### src/rtl/signed_array_mult_pipe_pkg.sv
// Shared definitions for the signed array multiplier slice.
//   M_DEF / N_DEF : default operand widths
//   prod_width()  : width of the full signed product of an M x N multiply
package signed_array_mult_pipe_pkg;

    localparam int M_DEF = 5;
    localparam int N_DEF = 5;

    // A full M x N signed product never overflows M+N bits.
    function automatic int prod_width(input int m, input int n);
        return m + n;
    endfunction

endpackage

### src/rtl/signed_array_mult_pipe_if.sv
// Operand/result bundle for signed_array_mult_pipe.
//   in_valid  : operands valid this cycle
//   a_in      : M-bit signed multiplicand
//   x_in      : N-bit signed multiplier
//   out_valid : product valid
//   product   : (M+N)-bit signed product
// master = producer of operands / consumer of results, slave = the multiplier.
interface signed_array_mult_pipe_if
    import signed_array_mult_pipe_pkg::*;
#(
    parameter int M = M_DEF,
    parameter int N = N_DEF
);
    localparam int PW = prod_width(M, N);

    logic          in_valid;
    logic [M-1:0]  a_in;
    logic [N-1:0]  x_in;
    logic          out_valid;
    logic [PW-1:0] product;

    modport master (
        output in_valid, a_in, x_in,
        input  out_valid, product
    );

    modport slave (
        input  in_valid, a_in, x_in,
        output out_valid, product
    );

endinterface

### src/rtl/signed_array_mult_pipe_mult_cell.sv
// One cell of the carry-save array multiplier.
//   x, a      : operand bits, ANDed to form the partial-product bit
//   sum_in    : sum from the cell above-left (same weight)
//   carry_in  : carry from the cell above (same weight)
//   sum_out   : full-adder sum
//   carry_out : full-adder carry
// Tying a (or x) to 1 turns the cell into a plain full adder.
module mult_cell (
    input  logic x,
    input  logic a,
    input  logic sum_in,
    input  logic carry_in,
    output logic sum_out,
    output logic carry_out
);

    logic pp;

    assign pp        = x & a;
    assign sum_out   = pp ^ sum_in ^ carry_in;
    assign carry_out = (pp & sum_in) | (pp & carry_in) | (sum_in & carry_in);

endmodule

### src/rtl/signed_array_mult_pipe.sv
// Two-stage pipelined signed M x N multiplier on a sign-magnitude core.
// Stage 1 registers the operands and valid; stage 2 forms magnitudes,
// multiplies them in a carry-save AND/full-adder array with a ripple final
// row, conditionally negates, and registers product / out_valid.
//   clk   : rising-edge clock
//   rst_n : asynchronous active-low reset, clears every pipeline register
//   bus   : slave side of signed_array_mult_pipe_if
// Latency 2 cycles, one operand pair per cycle, no backpressure. The product
// register only loads when a valid operand pair reaches it, else it holds.
module signed_array_mult_pipe
    import signed_array_mult_pipe_pkg::*;
#(
    parameter int M = M_DEF,
    parameter int N = N_DEF
) (
    input logic                    clk,
    input logic                    rst_n,
    signed_array_mult_pipe_if.slave bus
);

    localparam int PW = prod_width(M, N);

    // ---------------- stage 1 registers ----------------
    logic [M-1:0]  a_reg;
    logic [N-1:0]  x_reg;
    logic          valid_s1_reg;

    // ---------------- stage 2 registers ----------------
    logic [PW-1:0] product_reg;
    logic          out_valid_reg;

    // ---------------- stage 2 combinational ----------------
    logic [M-1:0]  a_mag;
    logic [N-1:0]  x_mag;
    logic          sign_next;
    logic [PW-1:0] mag_prod;
    logic [PW-1:0] product_next;

    // Most-negative operands wrap to 100..0, which read unsigned is exactly
    // the required magnitude, so no extra bit is needed.
    assign a_mag     = a_reg[M-1] ? (~a_reg + M'(1)) : a_reg;
    assign x_mag     = x_reg[N-1] ? (~x_reg + N'(1)) : x_reg;
    assign sign_next = a_reg[M-1] ^ x_reg[N-1];

    // Array storage: row gi holds partial-product row for x_mag[gi]; cell
    // (gi, gj) has weight gi+gj. Single-bit unpacked elements keep each
    // cell's output a distinct net.
    logic sum_w   [N][M];
    logic carry_w [N][M];
    logic fin_sum   [M-1];
    logic fin_carry [M];

    genvar gi, gj;
    generate
        for (gi = 0; gi < N; gi++) begin : g_row
            for (gj = 0; gj < M; gj++) begin : g_col
                if (gi == 0) begin : g_first
                    mult_cell u_cell (
                        .x        (x_mag[0]),
                        .a        (a_mag[gj]),
                        .sum_in   (1'b0),
                        .carry_in (1'b0),
                        .sum_out  (sum_w[0][gj]),
                        .carry_out(carry_w[0][gj])
                    );
                end else if (gj == M - 1) begin : g_top
                    // Leftmost column has no sum from the row above.
                    mult_cell u_cell (
                        .x        (x_mag[gi]),
                        .a        (a_mag[gj]),
                        .sum_in   (1'b0),
                        .carry_in (carry_w[gi-1][gj]),
                        .sum_out  (sum_w[gi][gj]),
                        .carry_out(carry_w[gi][gj])
                    );
                end else begin : g_mid
                    // sum from (gi-1, gj+1) and carry from (gi-1, gj) both
                    // carry weight gi+gj.
                    mult_cell u_cell (
                        .x        (x_mag[gi]),
                        .a        (a_mag[gj]),
                        .sum_in   (sum_w[gi-1][gj+1]),
                        .carry_in (carry_w[gi-1][gj]),
                        .sum_out  (sum_w[gi][gj]),
                        .carry_out(carry_w[gi][gj])
                    );
                end
            end
        end

        // Final ripple row: adds the last row's carries to its shifted sums.
        assign fin_carry[0] = 1'b0;
        for (gi = 0; gi < M - 1; gi++) begin : g_final
            mult_cell u_fa (
                .x        (sum_w[N-1][gi+1]),
                .a        (1'b1),
                .sum_in   (carry_w[N-1][gi]),
                .carry_in (fin_carry[gi]),
                .sum_out  (fin_sum[gi]),
                .carry_out(fin_carry[gi+1])
            );
        end

        // Low N product bits fall straight out of column 0 of each row.
        for (gi = 0; gi < N; gi++) begin : g_low
            assign mag_prod[gi] = sum_w[gi][0];
        end
        for (gi = 0; gi < M - 1; gi++) begin : g_high
            assign mag_prod[N+gi] = fin_sum[gi];
        end
    endgenerate

    // The leftmost column only ever adds one partial-product bit to a zero
    // carry, so its carries are structurally 0; ORing the last one in keeps
    // the value unchanged and leaves no dangling cell output.
    assign mag_prod[PW-1] = fin_carry[M-1] | carry_w[N-1][M-1];

    // A zero magnitude negates back to zero, so s=1 with P=0 is harmless.
    assign product_next = sign_next ? (~mag_prod + PW'(1)) : mag_prod;

    always_ff @(posedge clk or negedge rst_n) begin
        if (!rst_n) begin
            a_reg         <= '0;
            x_reg         <= '0;
            valid_s1_reg  <= 1'b0;
            product_reg   <= '0;
            out_valid_reg <= 1'b0;
        end else begin
            a_reg         <= bus.a_in;
            x_reg         <= bus.x_in;
            valid_s1_reg  <= bus.in_valid;
            out_valid_reg <= valid_s1_reg;
            if (valid_s1_reg) begin
                product_reg <= product_next;
            end
        end
    end

    assign bus.out_valid = out_valid_reg;
    assign bus.product   = product_reg;

endmodule

### src/flat_wrapper.sv
// flat-port wrapper written by rule: the top's interface ports become plain ports
module signed_array_mult_pipe_flat import signed_array_mult_pipe_pkg::*;
#(
    parameter int M = M_DEF,
    parameter int N = N_DEF
)
  (clk, rst_n, bus_in_valid, bus_a_in, bus_x_in, bus_out_valid, bus_product);
  signed_array_mult_pipe_if #(.M(M), .N(N)) bus_i ();
  input logic clk;
  input logic rst_n;
  input wire logic [$bits(bus_i.in_valid)-1:0] bus_in_valid;
  input wire logic [$bits(bus_i.a_in)-1:0] bus_a_in;
  input wire logic [$bits(bus_i.x_in)-1:0] bus_x_in;
  output wire logic [$bits(bus_i.out_valid)-1:0] bus_out_valid;
  output wire logic [$bits(bus_i.product)-1:0] bus_product;
  assign bus_i.in_valid = bus_in_valid;
  assign bus_i.a_in = bus_a_in;
  assign bus_i.x_in = bus_x_in;
  assign bus_out_valid = bus_i.out_valid;
  assign bus_product = bus_i.product;
  signed_array_mult_pipe #(.M(M), .N(N)) u_core (.clk(clk), .rst_n(rst_n), .bus(bus_i));
endmodule
### config.mk
export PLATFORM = sky130hd
export DESIGN_NAME = signed_array_mult_pipe_flat
export DESIGN_NICKNAME = d
export VERILOG_FILES = /design/src/rtl/signed_array_mult_pipe_pkg.sv /design/src/rtl/signed_array_mult_pipe_if.sv /design/src/rtl/signed_array_mult_pipe_mult_cell.sv /design/src/rtl/signed_array_mult_pipe.sv /design/src/flat_wrapper.sv
export SDC_FILE = /design/constraint.sdc
export NUM_CORES = 1
export LEC_CHECK = 0
export ABC_CLOCK_PERIOD_IN_PS = 5300
export BUFFER_PORTS_ARGS = -buffer_cell sky130_fd_sc_hd__buf_2
export CORE_MARGIN = 4
export CORE_UTILIZATION = 45
export DETAILED_ROUTE_END_ITERATION = 12
export PLACE_DENSITY = 0.75
export RECOVER_POWER = 25
export REMOVE_ABC_BUFFERS = 1
export SYNTH_ARGS = -nofsm -noshare
export SYNTH_HDL_FRONTEND = slang
export SYNTH_SLANG_ARGS = --single-unit
### constraint.sdc
create_clock -name clk -period 5.3 [get_ports clk]
set_input_delay 1.325 -clock clk [delete_from_list [all_inputs] [get_ports clk]]
set_output_delay 1.325 -clock clk [all_outputs]
set_load 0.01 [all_outputs]
=== After elaboration in Yosys (flattened, before gate mapping) ===
Index checks and enable logic that the tools add are counted.

* Bits in registers: 22
* Bits of input ports: 13

* Add/sub/neg operators: 3
* Muxes and demuxes: 3
* Bitwise operators: 144

{| class="wikitable"
|+ Operators by type and width
! cell !! count
|-
| 1-bit AND || 75
|-
| 1-bit bitwise XOR || 36
|-
| 1-bit bitwise OR || 30
|-
| 10-bit by 1-bit adder with 10-bit output (second input constant) || 1
|-
| 5-bit by 1-bit adder with 5-bit output (second input constant) || 2
|-
| 10-bit two-way mux || 1
|-
| 5-bit two-way mux || 2
|-
| 10-bit NOT || 1
|-
| 5-bit NOT || 2
|}

=== Logic depth before layout (Yosys ltp) ===
Gate-level depths: netlist of the first run.

* Word-level depth: 27
* Depth in mapped cells: 20
* Gate-level depth less buffers: 20

=== Modules after synthesis ===
Synthesis of the first run repeated with hierarchy kept, for this count alone.

* Cell total of the unflattened synthesis: 282
* Area total of the unflattened synthesis: 2,213.4 sq um

{| class="wikitable"
|+ By module, submodules not included
! module !! instances !! cells each !! area an instance (sq um) !! sequential area each (sq um)
|-
| mult_cell || 29 || 6 || 38.8 || 0.0
|-
| signed_array_mult_pipe || 1 || 108 || 1,088.5 || 550.5
|}

=== Worst setup path after synthesis of the first run ===
Ideal clock, no wire load.

* Kind: reg2reg
* From: register u_core.x_reg[0]
* To: register u_core.product_reg[9], in the netlist u_core.bus.product[9]
* Data arrival time: 4.754 ns
* Required time: 5.229 ns
* Setup slack: 0.475 ns
* Cell stages (with the launch flop): 17
* Path buffers: 0
* Clock period less this slack: 4.825 ns
* Cell sequence: dfrtp_1 inv_1 ha_1 mux2i_1 nor2_1 ha_1 inv_1 fa_1 inv_1 fa_1 fa_1 ha_1 fa_1 fa_1 fa_1 or4b_1 nand4_1

* Cells in the longest elaborated chain, start to end: 27
* Elaborated cells on any way between the ends: 146
* Those cells by class: 2 x add/sub; 2 x mux; 142 x bitwise

{| class="wikitable"
|+ Ends and longest elaborated chain
! what !! RTL line !! text
|-
| start, declared || signed_array_mult_pipe.sv:25 || <nowiki>logic [N-1:0] x_reg;</nowiki>
|-
| start signal, assigned || signed_array_mult_pipe.sv:130 || <nowiki>x_reg <= bus.x_in;</nowiki>
|-
| 5-bit NOT || signed_array_mult_pipe.sv:42 || <nowiki>assign x_mag = x_reg[N-1] ? (~x_reg + N'(1)) : x_reg;</nowiki>
|-
| 5-bit by 1-bit adder with 5-bit output || signed_array_mult_pipe.sv:42 ||
|-
| 5-bit two-way mux (*) || signed_array_mult_pipe.sv:42 ||
|-
| 1-bit AND || signed_array_mult_pipe_mult_cell.sv:19 || <nowiki>assign pp = x & a;</nowiki>
|-
| 1-bit bitwise XOR / 1-bit AND (equally long branches) || signed_array_mult_pipe_mult_cell.sv:20, signed_array_mult_pipe_mult_cell.sv:21 ||
|-
| 1-bit AND || signed_array_mult_pipe_mult_cell.sv:21 || <nowiki>assign carry_out = (pp & sum_in) | (pp & carry_in) | (sum_in & carry_in);</nowiki>
|-
| 1-bit bitwise OR (2 in series) || signed_array_mult_pipe_mult_cell.sv:21 ||
|-
| 1-bit AND || signed_array_mult_pipe_mult_cell.sv:21 ||
|-
| (+7 left out) || -- ||
|-
| 1-bit bitwise OR (2 in series) || signed_array_mult_pipe_mult_cell.sv:21 ||
|-
| 1-bit AND || signed_array_mult_pipe_mult_cell.sv:21 ||
|-
| 1-bit bitwise OR (2 in series) || signed_array_mult_pipe_mult_cell.sv:21 ||
|-
| 1-bit AND || signed_array_mult_pipe_mult_cell.sv:21 ||
|-
| 1-bit bitwise OR (2 in series) || signed_array_mult_pipe_mult_cell.sv:21 ||
|-
| 10-bit NOT || signed_array_mult_pipe.sv:119 || <nowiki>assign product_next = sign_next ? (~mag_prod + PW'(1)) : mag_prod;</nowiki>
|-
| 10-bit by 1-bit adder with 10-bit output || signed_array_mult_pipe.sv:119 ||
|-
| 10-bit two-way mux (*) || signed_array_mult_pipe.sv:119 ||
|-
| end signal, assigned || signed_array_mult_pipe.sv:134 || <nowiki>product_reg <= product_next;</nowiki>
|-
| end, declared || signed_array_mult_pipe.sv:29 || <nowiki>logic [PW-1:0] product_reg;</nowiki>
|}

Mark *: on every way between the ends. The rest lies on a longest branch, timed or not.
A chain may end at the register's enable or synchronous reset.

=== Worst setup path in the final report of the first run ===
* From: register u_core.a_reg[0]
* To: register u_core.product_reg[9], in the netlist u_core.bus.product[9]

* Cells in the longest elaborated chain, start to end: 27
* Elaborated cells on any way between the ends: 146
* Those cells by class: 2 x add/sub; 2 x mux; 142 x bitwise

{| class="wikitable"
|+ Ends and longest elaborated chain
! what !! RTL line !! text
|-
| start, declared || signed_array_mult_pipe.sv:24 || <nowiki>logic [M-1:0] a_reg;</nowiki>
|-
| start signal, assigned || signed_array_mult_pipe.sv:129 || <nowiki>a_reg <= bus.a_in;</nowiki>
|-
| 5-bit NOT || signed_array_mult_pipe.sv:41 || <nowiki>assign a_mag = a_reg[M-1] ? (~a_reg + M'(1)) : a_reg;</nowiki>
|-
| 5-bit by 1-bit adder with 5-bit output || signed_array_mult_pipe.sv:41 ||
|-
| 5-bit two-way mux (*) || signed_array_mult_pipe.sv:41 ||
|-
| 1-bit AND || signed_array_mult_pipe_mult_cell.sv:19 ||
|-
| 1-bit bitwise XOR / 1-bit AND (equally long branches) || signed_array_mult_pipe_mult_cell.sv:20, signed_array_mult_pipe_mult_cell.sv:21 ||
|-
| 1-bit AND || signed_array_mult_pipe_mult_cell.sv:21 ||
|-
| 1-bit bitwise OR (2 in series) || signed_array_mult_pipe_mult_cell.sv:21 ||
|-
| 1-bit AND || signed_array_mult_pipe_mult_cell.sv:21 ||
|-
| (+7 left out) || -- ||
|-
| 1-bit bitwise OR (2 in series) || signed_array_mult_pipe_mult_cell.sv:21 ||
|-
| 1-bit AND || signed_array_mult_pipe_mult_cell.sv:21 ||
|-
| 1-bit bitwise OR (2 in series) || signed_array_mult_pipe_mult_cell.sv:21 ||
|-
| 1-bit AND || signed_array_mult_pipe_mult_cell.sv:21 ||
|-
| 1-bit bitwise OR (2 in series) || signed_array_mult_pipe_mult_cell.sv:21 ||
|-
| 10-bit NOT || signed_array_mult_pipe.sv:119 ||
|-
| 10-bit by 1-bit adder with 10-bit output || signed_array_mult_pipe.sv:119 ||
|-
| 10-bit two-way mux (*) || signed_array_mult_pipe.sv:119 ||
|}

Marked as above.

==> results of run 1 <==
-- cells in the final DEF, fill, tap and decap left out, types with 3 or more instances in the layout --
| cell | count |
|---|---|
| a21oi_1 | 7 |
| buf_2 | 23 |
| dfrtp_1 | 22 |
| nor2_1 | 29 |
| nand2b_1 | 4 |
| fa_1 | 15 |
| xnor2_1 | 7 |
| inv_1 | 23 |
| ha_1 | 8 |
| nand2_1 | 5 |
| a31oi_1 | 4 |
| clkbuf_4 | 3 |
| xor2_1 | 5 |
-- critical path: stages (launching register included) --
cell     delay, ns
dfrtp_1       0.44
o31ai_1       0.28
xor2_1        0.34
buf_4         0.18
nor2_1        0.04
ha_1          0.30
inv_1         0.06
fa_1          0.49
inv_1         0.05
fa_1          0.41
fa_1          0.39
ha_1          0.21
fa_1          0.37
fa_1          0.39
fa_1          0.43
or4b_1        0.54
nand4_1       0.10
-- kinds of logic (layout without fill, tap and decap cells) --
logic type,Yosys count,in the layout,share of synthesized area [%]
adder cells (fa/ha/maj),23,23,25.42
AND/OR/NAND/NOR,53,53,16.28
XOR/XNOR,13,13,7.705
buffers and inverters,27,52,6.751
AO/OA/AOI/OAI,17,17,6.909
multiplexers,3,3,1.986
flip-flops,22,22,34.95
-- layer usage --
metal	part of all wire (%)	wire length [microns]	GRT usage, %	vias to the layer above
met5	0	0	0	-
met1	42	1146	15.67	536
li1	-	-	-	551
met2	51	1408	24.79	32
met3	6.1	169	4.493	6
met4	1.2	34	2.025	0
-- timing repair --
action                     CTS  global route
setup endpoints to repair    0             1
buffers inserted             0             1
resized for setup            0             2
-- cell usage after synthesis, drive strengths merged, types with 2 or more instances --
master | n | area (sq um)
dfrtp | 22 | 550.5
buf | 2 | 12.51
xnor2 | 8 | 77.58
inv | 23 | 86.33
o31ai | 2 | 15.01
mux2i | 2 | 20.02
nand3 | 2 | 10.01
nor2 | 29 | 108.9
o21ai | 2 | 10.00
a21oi | 7 | 35.03
nand4 | 2 | 12.51
clkbuf | 2 | 7.510
nand2b | 4 | 25.02
fa | 15 | 300.3
or2 | 3 | 18.77
a31oi | 4 | 25.02
nand2 | 5 | 18.77
ha | 8 | 100.1
xor2 | 5 | 43.79
-- metrics by stage --
stage | setup TNS [ns] | std cells | util (%) | power (mW)
floorplan | 0 | 154 | - | 0.3920
global placement | 0 | 224 | 51.60 | 0.4543
detailed placement | 0 | 224 | 51.60 | 0.4588
CTS | 0 | 228 | 53.16 | 0.5873
global route | -0.01300 | 229 | 53.76 | 0.6392
finish | 0 | 229 | 53.76 | 0.5873
-- layout make-up --
cell class	instances	area, sq um	share of cell area (%)
sequential	22	550.5	30.45
tap	46	57.56	3.183
timing repair buffer	25	130.1	7.197
multi-input combinational	109	930.9	51.49
clock inverter	1	30.03	1.661
inverter	23	86.33	4.775
clock buffer	3	22.52	1.246
-- worst max path at each step --
| stage | endpoint | cells after the start | slack [ns] | startpoint |
|---|---|---|---|---|
| finish | u_core.bus.product[9] | 16 | 0.23 | u_core.a_reg[0] |
| global placement | u_core.bus.product[9] | 16 | 0.23 | u_core.x_reg[0] |
| floorplan | u_core.bus.product[9] | 16 | 0.47 | u_core.x_reg[0] |
| detailed placement | u_core.bus.product[9] | 16 | 0.13 | u_core.x_reg[0] |
| CTS | u_core.bus.product[9] | 16 | 0.11 | u_core.x_reg[0] |
| global route | u_core.bus.product[9] | 17 | -0.01 | u_core.a_reg[0] |
-- where the power goes --
group	leakage [nW]	total, mW	internal, mW	switching [mW]
logic	0.602	0.241	0.110	0.132
registers	0.255	0.217	0.198	0.0191
clock network	0.0279	0.129	0.0765	0.0524
==> flow_metrics.tcl, run 1 <==
set metrics [dict create \
    status "completed" \
    antenna_found_initial 0 \
    ff2ff_path_depth 16 \
    fin_crit_ns 5.069 \
    end_kind "flip-flop" \
    cp.arrival_ns 5.33 \
    max_slew_margin_pct 56.61 \
    grt_max_degree 24 \
    clk_pin_slew_ns 0.13 \
    fin_skew_ns 0.009150 \
    tightest_slew_ns 0.6508 \
    wl_per_cell_microns 12.04 \
    die_area_sq_mm 0.004511 \
    firstDrtPassIters 4 \
    grtUsageTotal_pct 13.57 \
    antenna_cells 0 \
    start_util_pct 46.84 \
    portBuffers 23 \
    max-vdd-ir-drop_uv 182.6 \
    async_reset_ff_share_pct 100.0 \
    viasPerCell 4.913 \
    area_growth_pct 14.77 \
    ys_seq_elements 22 \
    yosys_most_used_dff "dfrtp_1" \
    required_ns 5.56 \
    grt_pass1_vias 1142 \
    synth_edf_count 0 \
    ant_nets 0 \
    syn_inst 158 \
    drive_above_1_share_pct 19.13 \
    root_buffer "clkbuf_4" \
    reg2reg_slack_ns 0.23 \
    placement.cell_area_sq_mm 0.001735 \
    timing.hold.ws_ns 0.5012 \
    holdBufCountCts 0 \
    ys_warn_count 0 \
    dp_hpwl_microns 2194 \
    io_pins 24 \
    grt-ovfl-total 0 \
    cts_buffers 3 \
    p_leak_nw 0.8856 \
    drc 0 \
    gp_congestion 0.8327 \
    cts_tree "yes" \
    n_fill_cell 343 \
    final-hold-violation-count 0 \
    die_h_microns 67.17 \
    post-place-ws_ns 0.1348 \
    fin_area_sq_mm 0.001808 \
    synth_area_sq_mm 0.001575 \
    grt_pass1_wl_microns 4664 \
    core_sq_mm 0.003363 \
    drt_wl_total_microns 2758 \
    finalSetupViolCount 0 \
    maxCapViolCount 0 \
    rows 21 \
    timing.final.ws_setup_ns 0.2309 \
    clockBufferDepth 2 \
    hold_path_end "u_core.bus.product[9]" \
    synth_cell_types 34 \
    max_freq_mhz 197.3 \
    r2r-start "u_core.a_reg[0]" \
    avgSynthCellArea_sq_um 9.970 \
    clock_latency_ns 0.32 \
    cp-start-kind "flip-flop" \
    clock-sinks 22 \
    crit_path_max_fanout 5 \
    hold_path.class "flip-flop to flip-flop" \
    worstHoldPathCells 2 \
    finalCritPeriodShare_pct 95.64 \
    p_per_area_mw_per_mm2 324.9 \
    htree_levels 1 \
    drtIter0Drc 37 \
    crit_type "flip-flop to flip-flop" \
    final_nets 220 \
    vias 1125 \
    min_from "u_core.bus.product[9]" \
    r2r_end "u_core.bus.product[9]" \
    largest_register_ff_count 10 \
    dieWidth_microns 67.17 \
    maxSlewViolCount 0 \
    ys_seq_area_share_pct 34.95 \
]
Note: power is estimated with default switching activity, not from simulation.
==> run 2, diff against run 1 <==
Settings changed: SETUP_SLACK_MARGIN from default to 0.5.
==> run 2 against run 1 <==
Against the previous run:
- total power increased by 5.8%
- sequential cell count unchanged
- cell area increased by 12%
- cell count increased by 8.3%
- sequential share of layout area decreased by 3.3 points
- utilization increased by 6.5 points
- register-to-register slack improved by 0.36 ns
- fmax increased by 7.5%
- die area unchanged
- largest cell class unchanged
- first-iteration DRC count increased by 8.1%
- sequential power about the same
- clock power about the same
==> flow_metrics.tcl, run 2 (synthesis results as in run 1) <==
set metrics [dict create \
    vias 1232 \
    startpoint "u_core.a_reg[0]" \
    viasPerCell 4.968 \
    r2r_end "u_core.bus.product[9]" \
    cp-start-kind "flip-flop" \
    start_util_pct 46.84 \
    power.switching_mw 0.2138 \
    maxCapViolCount 0 \
    cp-endpoint "u_core.bus.product[9]" \
    r2r-start "u_core.a_reg[0]" \
    seq_power_share_pct 35.0 \
    clock_latency_ns 0.31 \
    rows 21 \
    drc 0 \
    die_h_microns 67.17 \
    p_comb_share_pct 44.5 \
    root_buffer "clkbuf_4" \
    cts_tree "yes" \
    fin_area_sq_mm 0.002027 \
    gp_congestion 0.8327 \
    finalSetupViolCount 0 \
    antenna_found_initial 0 \
    p_int_mw 0.4079 \
    grt-ovfl-total 0 \
    finalCritPeriodShare_pct 88.93 \
    area_growth_pct 28.67 \
    max_slew_margin_pct 55.29 \
    dp_hpwl_microns 2194 \
    drtIter0Drc 40 \
    setup-tns-final_ns 0 \
    drt_wl_total_microns 3365 \
    rsz0062_at_grt "true" \
    wl_per_cell_microns 13.57 \
    die_area_sq_mm 0.004511 \
    placement.cell_area_sq_mm 0.001735 \
    post-place-ws_ns 0.1348 \
    p_leak_nw 0.9678 \
    final-hold-violation-count 0 \
    portBuffers 23 \
    multi_input_area_sq_mm 0.001003 \
    holdBufCountCts 0 \
    fin_total_pwr_mw 0.6217 \
    mostFrequentLayoutCells "nor2_1, buf_2, dfrtp_1" \
    firstDrtPassIters 4 \
    core_sq_mm 0.003363 \
    fin_crit_ns 4.713 \
    hold_path.class "flip-flop to flip-flop" \
    status "completed" \
    tightest_slew_ns 0.6707 \
    maxSlewViolCount 0 \
    n_fill_cell 310 \
    clock-sinks 22 \
    max-vdd-ir-drop_uv 200.0 \
    grtUsageTotal_pct 15.73 \
    cts_buffers 3 \
    seq_area_sq_um 550.5 \
    htree_levels 1 \
    ant_nets 0 \
    antenna_cells 0 \
    final_nets 239 \
    cp.arrival_ns 4.97 \
    required_ns 5.56 \
    grt_max_degree 24 \
    swShare_pct 34.39 \
    clk_pin_slew_ns 0.12 \
    crit_path_max_fanout 3 \
    dieWidth_microns 67.17 \
    clockPowerShare_pct 20.5 \
    fin_skew_ns 0.006103 \
    p_per_area_mw_per_mm2 306.7 \
    io_pins 24 \
    drive_above_1_share_pct 37.13 \
    timing.final.ws_setup_ns 0.5867 \
    largest_register_ff_count 10 \
    max_freq_mhz 212.2 \
    ff2ff_path_depth 18 \
    crit_type "flip-flop to flip-flop" \
    final_common_cell "nor2_1" \
    end_kind "flip-flop" \
    grt_pass1_wl_microns 5354 \
    clockBufferDepth 2 \
    reg2reg_slack_ns 0.59 \
    grt_pass1_vias 1277 \
]
## run 2: changes by cell type in the layout (fill, tap and decap cells not counted), sizes merged
cell | previous run | this run
buf | 25 | 44
## run 2: area by class of cell
type                    count  share of cell area (%)
well taps                  46                   2.840
clock buffers               3                   1.111
repair buffers             44                   13.64
clock inverters             1                   1.481
flip-flops and latches     22                   27.16
multi-input cells         109                   49.51
inverters                  23                   4.259
## run 2: timing repair
action / CTS / global route
gates cloned: 0 / 0
endpoints found under the hold margin: 0 / 0
endpoints found under the setup margin: 2 / 2
pin swaps: 10 / 17
gates resized for setup: 13 / 12
setup buffers: 13 / 7
## run 2: routing by layer
layer  vias up  track usage (%)  wire [microns]
met5         -                0               0
met4         0            2.532              52
met3         6            4.493             181
met2        36            30.31            1839
met1       599            17.19            1292
li1        591                -               -
## run 2: power by group through the flow
stage	logic (mW)	registers, mW	clock network [mW]
after floorplan	0.159	0.233	0
after global placement	0.235	0.219	0
after detailed placement	0.238	0.221	0
after CTS	0.263	0.218	0.130
after global routing	0.316	0.222	0.138
final	0.276	0.218	0.128
## run 2: worst min-delay path by stage
stage | from | slack [ns] | cells past startpoint | end
after global placement | u_core.bus.product[9] | 0.47 | 2 | u_core.bus.product[9]
after global routing | u_core.bus.product[9] | 0.55 | 2 | u_core.bus.product[9]
final | u_core.bus.product[9] | 0.50 | 2 | u_core.bus.product[9]
after CTS | u_core.bus.product[9] | 0.52 | 2 | u_core.bus.product[9]
after detailed placement | u_core.bus.product[9] | 0.48 | 2 | u_core.bus.product[9]
after floorplan | u_core.x_reg[0] | 0.52 | 2 | u_core.bus.product[0]
## run 2: critical path, cell delays in order (launching register included)
cell     delay, ns
dfrtp_1       0.45
o31ai_4       0.30
xor2_2        0.24
buf_4         0.16
nor2_1        0.04
ha_1          0.29
inv_1         0.06
fa_2          0.52
inv_1         0.05
fa_2          0.34
fa_2          0.36
ha_2          0.18
fa_2          0.33
fa_2          0.35
fa_2          0.55
nor2_2        0.05
nor4b_2       0.21
a31oi_1       0.06
nand4_1       0.11
## run 2: per-stage QoR
step / hold slack (ns) / std cells / utilization [%]
finish: 0.4997 / 248 / 60.27
global route: 0.5463 / 248 / 60.27
CTS: 0.5230 / 241 / 57.63
detailed placement: 0.4756 / 224 / 51.60
global placement: 0.4721 / 224 / 51.60
floorplan: 0.5237 / 154 / -
==> run 3, diff against run 2 <==
Settings changed: CORE_UTILIZATION 45 to 26, PLACE_DENSITY 0.75 to 0.52.
==> run 3 against run 2 <==
Against the previous run:
- critical path depth shrank 2
- worst setup slack better by 0.099 ns
- register-to-register slack better by 0.099 ns
- wire length shrank 5.3%
- sequential share of layout area shrank 0.18 points
- sequential power hardly changed
- non-clock buffer count is 8 lower
- global-route usage down 6.4 points
- largest cell class unchanged
==> flow_metrics.tcl, run 3 (synthesis results as in run 1) <==
set metrics [dict create \
    drt_wl_total_microns 3187 \
    htree_levels 1 \
    maxSlewViolCount 0 \
    fin_crit_ns 4.615 \
    p_leak_nw 0.9490 \
    crit_type "flip-flop to flip-flop" \
    firstDrtPassIters 4 \
    wl_per_cell_microns 11.85 \
    drc 0 \
    clockBufferDepth 2 \
    end_kind "flip-flop" \
    rows 28 \
    clock-sinks 22 \
    die_h_microns 85.84 \
    root_buffer "clkbuf_8" \
    timing.final.ws_setup_ns 0.6854 \
    ff2ff_path_depth 16 \
    max-vdd-ir-drop_uv 169.6 \
    ant_nets 0 \
    antenna_cells 0 \
    io_pins 24 \
    cts_buffers 3 \
    largest_register_ff_count 10 \
    max_freq_mhz 216.7 \
    grt_pass1_wl_microns 5430 \
    status "completed" \
    max_slew_margin_pct 54.30 \
    finalSetupViolCount 0 \
    grtUsageTotal_pct 9.316 \
    required_ns 5.50 \
    fin_skew_ns 0.005833 \
    cp.arrival_ns 4.81 \
    p_per_area_mw_per_mm2 294.1 \
    mostFrequentLayoutCells "nor2_1, buf_2, inv_1" \
    viasPerCell 4.283 \
    timing.hold.ws_ns 0.5073 \
    drive_above_1_share_pct 36.60 \
    grt_pass1_vias 1170 \
    portBuffers 23 \
    n_fill_cell 587 \
    die_area_sq_mm 0.007368 \
    dp_hpwl_microns 2417 \
    seq_area_sq_um 554.3 \
    clk_pin_slew_ns 0.08 \
    setup-tns-final_ns 0 \
    final_common_cell "nor2_1" \
    finalCritPeriodShare_pct 87.07 \
    worstHoldPathCells 2 \
    final-hold-violation-count 0 \
    grt_max_degree 24 \
    cp-start-kind "flip-flop" \
    gp_congestion 0.7933 \
    core_sq_mm 0.005886 \
    multi_input_area_sq_mm 0.001052 \
    rsz0062_at_grt "false" \
    tightest_slew_ns 0.6856 \
    cts_tree "yes" \
    maxCapViolCount 0 \
    drtIter0Drc 35 \
    start_util_pct 26.76 \
    grt-ovfl-total 0 \
    hold_path.class "flip-flop to flip-flop" \
    vias 1152 \
    dieWidth_microns 85.84 \
    post-place-ws_ns 0.1742 \
    area_growth_pct 30.42 \
    clock_latency_ns 0.26 \
    antenna_found_initial 0 \
    crit_path_max_fanout 4 \
    final_nets 231 \
]
-- run 3: cell count changes in the layout (fill, tap and decap cells not counted), sizes merged --
cell,delta
buf,-8
bufinv,-1
clkbuf,+1
-- run 3: power by group --
part	internal [mW]	switching, mW
combinational	0.128	0.136
sequential	0.198	0.0204
clock	0.0662	0.0550
-- run 3: what timing repair did --
| item | 4_1_cts | 5_1_grt |
|---|---|---|
| endpoints found under the setup margin | 2 | 2 |
| gates cloned | 0 | 0 |
| buffers inserted | 4 | 9 |
| pin swaps | 10 | 7 |
| resized for setup | 14 | 16 |
| hold buffers | 0 | 0 |
-- run 3: through the flow --
stage	instance area [sq um]	total power [mW]	utilization, %	cells
3_5_place_dp	1764	0.4587	29.97	252
6_report	2054	0.6043	34.91	269
3_3_place_gp	1764	0.4559	29.97	252
5_1_grt	2054	0.6576	34.91	269
4_1_cts	1899	0.5979	32.27	260
2_1_floorplan	1555	0.3920	-	154
-- run 3: worst max-delay path: stages, from the launching register on --
cell and delay, ns:
dfrtp_1 0.40, inv_2 0.10, ha_4 0.22, mux2i_4 0.18, nor2_1 0.08, ha_1 0.27
inv_1 0.05, fa_1 0.49, inv_1 0.05, fa_2 0.34, fa_1 0.47, ha_2 0.19
fa_2 0.34, fa_2 0.37, fa_2 0.38, or4b_1 0.53, nand4_1 0.10
-- run 3: cell type report --
type                            instances  share of cell area [%]
Sequential cell                        22                   26.98
Clock buffer                            4                   2.680
Inverter                               23                   4.202
Multi-Input combinational cell        109                   51.22
Tap cell                               75                   4.568
Timing Repair Buffer                   36                   10.35
-- run 3: path summary, 6_finish.rpt --
check | startpoint | end | slack, ns
setup / recovery | u_core.x_reg[0] | u_core.bus.product[9] | 0.69
hold / removal | u_core.bus.product[9] | u_core.bus.product[9] | 0.51
setup reg to reg | u_core.x_reg[0] | u_core.bus.product[9] | 0.69
hold reg to reg | u_core.bus.product[9] | u_core.bus.product[9] | 0.51
max in group asynchronous | rst_n | u_core.x_reg[4] | 3.90
min in group asynchronous | rst_n | u_core.bus.product[9] | 1.03
-- run 3: per-layer routing --
| layer | vias to the layer above | part of all wire, % | routed length (microns) | global-route usage, % |
|---|---|---|---|---|
| met2 | 23 | 46 | 1465 | 15.25 |
| li1 | 576 | - | - | - |
| met1 | 549 | 48 | 1540 | 12.54 |
| met5 | - | 0 | 0 | 0 |
| met3 | 4 | 4.2 | 134 | 2.402 |
| met4 | 0 | 1.4 | 46 | 1.727 |
